`src/rtl/cke_sched.sv`:
```
// cke_sched: per-channel clock-enable strobe generator with handshake reconfiguration
// and a global counter realign.
module cke_sched #(
    parameter int N_CH = 4,
    parameter int W = 26,
    parameter int DEFAULT_T = 50000000,
    parameter logic [N_CH-1:0] RST_EN = N_CH'(1)
) (
    input  logic                                   clk,
    input  logic                                   rst,
    input  logic                                   ena,
    input  logic                                   cfg_valid,
    output logic                                   cfg_ready,
    input  logic [((N_CH > 1) ? $clog2(N_CH) : 1)-1:0] cfg_ch,
    input  logic [W-1:0]                           cfg_period,
    input  logic                                   cfg_en,
    input  logic                                   sync_req,
    output logic                                   busy,
    output logic [N_CH-1:0]                        cke
);
    localparam int CW = (N_CH > 1) ? $clog2(N_CH) : 1;

    typedef enum logic [1:0] {IDLE, APPLY, SYNC} state_t;

    state_t state, state_nx;
    logic [CW-1:0] ch_l;
    logic [W-1:0] per_l;
    logic en_l;
    logic [W-1:0] period_r [N_CH];
    logic [W-1:0] cnt [N_CH];
    logic [N_CH-1:0] en_r, live;

    assign busy = state != IDLE;
    assign cfg_ready = state == IDLE && !sync_req;

    // APPLY and SYNC are single-cycle; sync_req wins over a pending config
    always_comb state_nx = (state != IDLE) ? IDLE : sync_req ? SYNC : cfg_valid ? APPLY : IDLE;

    for (genvar i = 0; i < N_CH; i++) begin : g_ch
        assign live[i] = en_r[i] && ena && period_r[i] != '0;
        assign cke[i] = live[i] && cnt[i] == period_r[i] - W'(1);
    end

    always_ff @(posedge clk) begin
        if (rst) begin
            state <= IDLE;
            ch_l <= '0;
            per_l <= '0;
            en_l <= 1'b0;
            en_r <= RST_EN;
            for (int i = 0; i < N_CH; i++) begin
                period_r[i] <= W'(DEFAULT_T);
                cnt[i] <= '0;
            end
        end else begin
            state <= state_nx;
            if (state == IDLE && cfg_valid && cfg_ready) begin
                ch_l <= cfg_ch;
                per_l <= cfg_period;
                en_l <= cfg_en;
            end
            // an out-of-range ch_l matches no channel, so APPLY is a no-op then
            for (int i = 0; i < N_CH; i++) begin
                if (state == SYNC) begin
                    cnt[i] <= '0;
                end else if (state == APPLY && ch_l == CW'(i)) begin
                    period_r[i] <= per_l;
                    cnt[i] <= '0;
                    en_r[i] <= en_l;
                end else if (live[i]) begin
                    cnt[i] <= cke[i] ? '0 : cnt[i] + W'(1);
                end
            end
        end
    end
endmodule

```
`config.mk`:
```
export PLATFORM = sky130hd
export DESIGN_NAME = cke_sched
export DESIGN_NICKNAME = d
export VERILOG_FILES = /design/src/rtl/cke_sched.sv
export SDC_FILE = /design/constraint.sdc
export NUM_CORES = 1
export LEC_CHECK = 0
export ABC_AREA = 1
export BUFFER_PORTS_ARGS = -buffer_cell sky130_fd_sc_hd__buf_2
export CORE_MARGIN = 1.5
export CORE_UTILIZATION = 55
export CTS_CLUSTER_DIAMETER = 50
export CTS_CLUSTER_SIZE = 30
export DETAILED_ROUTE_END_ITERATION = 8
export PLACE_DENSITY = 0.78
export SETUP_SLACK_MARGIN = 0.02
export SKIP_LAST_GASP = 1
export SYNTH_ARGS = -nofsm -noshare
export SYNTH_HDL_FRONTEND = slang
export SYNTH_SLANG_ARGS = --single-unit
```
`constraint.sdc`:
```
create_clock -name clk -period 3.3 [get_ports clk]
set_input_delay 0.165 -clock clk [delete_from_list [all_inputs] [get_ports clk]]
set_output_delay 0.165 -clock clk [all_outputs]
set_load 0.02 [all_outputs]
```
==> flow_metrics.tcl <==
set metrics [dict create \
    worstMarginPinSlew_ns 1.07 \
    ys_seq_area_share_pct 45.1 \
    finalSetupTns_ns 0 \
    first_pass_iters 7 \
    nets 2072 \
    cts.repair.resized 0 \
    seqPwrFrac_pct 48.5 \
    crit_path_frequent_cell "nand2_1" \
    worst_setup_path_end_kind "output pin" \
    status "completed" \
    reg2reg_setup_slack_ns 0.68 \
    synthesis.instances 1953 \
    ys.warnings.count 0 \
    io_pins 40 \
    slew_violations 0 \
    r2r-start "period_r[2][0]" \
    p_per_area_nw_per_um2 437 \
    crit_path_start_kind "flop" \
    clock_path_buffers 3 \
    grt-ovfl-total 0 \
    synth_edf_count 208 \
    hold_viol 0 \
    tritoncts "built" \
    synth_area_per_cell_um2 7.89 \
    wl_per_cell_um 15.6 \
    p_int_mw 5.47 \
    fmax_mhz 335 \
    io_buffers 39 \
    die_h_um 170 \
    period_minus_slack_ns 2.98 \
    coreArea_um2 27700 \
    rsz0062_at_grt "no" \
    fin_crit_sh_pct 90.4 \
    drive_above_1_share_pct 7.88 \
    finalSetupViolations 0 \
    routed-via-count 12700 \
    synth_area_um2 15400 \
    required_ns 3.13 \
    cp_slowest_stage_delay_ns 0.42 \
    synth-seq-cells 243 \
    place_ws_ns 0.756 \
    critPathKind "reg2out" \
    reg2reg_depth 15 \
    startpoint "period_r[2][0]" \
    irDropWorstVdd_v 0.000507 \
    n_antenna_cell 0 \
    cp_slowest_cell "edfxtp_1" \
    fin_skew_ns 0.0404 \
    cts_setup_buffers 0 \
    initial_utilization_pct 55.6 \
    ys.flop_type "edfxtp_1" \
    vias_per_cell 5.24 \
    place.gp.congestion 0.932 \
    clock-root-buffer "clkbuf_16" \
    critical_path.max_fanout 5 \
    antenna_left 0 \
    rows 61 \
    cts_sinks 243 \
    cts_htree_levels 1 \
    min_path_cells 3 \
    drtIter0Drc 984 \
    crit_path_end "cke[2]" \
    holdWs_ns 0.0241 \
    async_reset_ff_share_pct 0 \
    grt_antenna_before_repair 0 \
    worst_ep_arrival_time_ns 2.82 \
    clock_latency_ns 0.56 \
    syn_nets 1999 \
    area_growth_pct 11.4 \
    clockPowerShare_pct 41.7 \
    p_leak_nw 6.78 \
    regToRegEndpoint "cnt[2][4]" \
    combPwrFrac_pct 9.7 \
    cap_viol_max_count 0 \
    path_cells "inv_1, ha_1, nand2_2, nor2_2, nand2_1, nand2_1, nand2_1, nor2_1, nand2_1, nor2_1, nand2_1, nor2_1, nand2_2, inv_1, buf_2" \
    grt_pass1_vias 12100 \
    routed_wl_um 37700 \
    cts_hold_buf 27 \
    grt_max_degree 41 \
    drcViolationCount 0 \
    die_w_um 170 \
    setup_slack_ns 0.316 \
    p_sw_mw 2.04 \
    grt_pass1_wl_um 60400 \
    grt_util_all_layers_pct 26.4 \
    p_sw_share_pct 27.2 \
    holdCritPathClass "in2reg" \
    hold_start "cfg_period[19]" \
    max-slew-margin-rel_pct 28.5 \
    synth_cell_types 46 \
    path_clk_slew_ns 0.09 \
    place_hpwl_um 27700 \
    numCtsBuffers 24 \
    die_area_um2 29000 \
]
[cell families (layout without fill, tap and decap cells)]
family,count (synthesis),after routing,synth area share [%]
compound gates,105,105,3.62
xor+xnor,194,194,11.2
fa+ha+maj,12,12,0.975
buf+inv,298,389,7.67
flops,243,243,45.1
simple gates,1101,1101,31.4
[stage by stage]
stage	power, mW	cell area, um2	instances	util (%)
after floorplan	4.17	15400	1953	-
after global placement	4.38	16000	2351	57.6
after detailed placement	4.40	16000	2351	57.6
after CTS	7.52	17200	2422	61.9
after global routing	7.75	17200	2422	61.9
final	7.51	17200	2422	61.9
[worst max-delay path: cells and delay by family, from the launching register on]
family	cells	cell delay, ns
AND/OR/NAND/NOR	11	1.20
adder cells (fa/ha/maj)	1	0.27
flip-flops	1	0.42
buffers and inverters	3	0.39
[flip-flops by register name, summed over array words and instances, names as in the netlist]
register,flops
cnt,104
per_l,26
state,2
period_r,104
en_l,1
en_r,4
ch_l,2
[synthesized netlist by cell type (all sizes together), types with 5 or more instances]
cell    instances  share of area, %
a21oi          36               1.2
buf             9              0.62
clkbuf         20              0.50
dfxtp          35               4.5
edfxtp        208                41
ha             12              0.97
inv           268               6.5
nand2         444                11
nand3         113               3.8
nand3b         20               1.1
nand4          38               1.6
nor2          436                12
nor3           36               1.5
o21ai          58               1.9
o21bai          5              0.24
xnor2          65               3.7
xor2          127               7.2
[power groups by stage]
stage	combinational, mW	clock, mW	sequential [mW]
detailed placement	0.686	0	3.71
CTS	0.717	3.16	3.64
finish	0.731	3.13	3.64
global route	0.816	3.27	3.66
floorplan	0.522	0	3.65
global placement	0.671	0	3.71
[metal layers]
layer  vias up  routed length (um)  track usage [%]
met3        63                2520             3.56
li1       6367                   -                -
met5         -                   0                0
met1      5837               16000             34.7
met2       425               18300             45.7
met4         0                 823             7.43
[cells in the final DEF, fill, tap and decap left out, types with 2 or more instances in the layout]
master / n
a21oi_1: 36
and3_1: 4
buf_2: 39
buf_4: 10
clkbuf_16: 27
clkbuf_8: 3
dfxtp_1: 35
dlygate4sd3_1: 27
edfxtp_1: 208
ha_1: 12
inv_1: 267
inv_12: 3
inv_16: 3
inv_6: 2
nand2_1: 429
nand2_2: 10
nand2_4: 5
nand3_1: 109
nand3_2: 4
nand3b_1: 19
nand4_1: 37
nor2_1: 401
nor2_2: 23
nor2_4: 12
nor3_1: 28
nor3_2: 6
nor3_4: 2
nor3b_1: 4
nor4_1: 2
o21ai_0: 54
o21ai_1: 3
o21bai_1: 5
or2_0: 2
xnor2_1: 65
xor2_1: 127
[worst min path at each step]
stage                      to  slack (ns)
floorplan            state[0]        0.24
global placement     state[1]        0.44
detailed placement   state[1]        0.45
CTS                 per_l[19]        0.01
global route        per_l[23]        0.03
finish              per_l[19]        0.02
[cell type report]
type / count / area, um2
clock buffers: 30 / 717
clock inverters: 14 / 204
fillers: 2326 / 10500
inverters: 269 / 1010
multi-input cells: 1412 / 7270
flip-flops and latches: 243 / 6950
well taps: 378 / 473
repair buffers: 76 / 541
(Power assumes the default switching activity.)
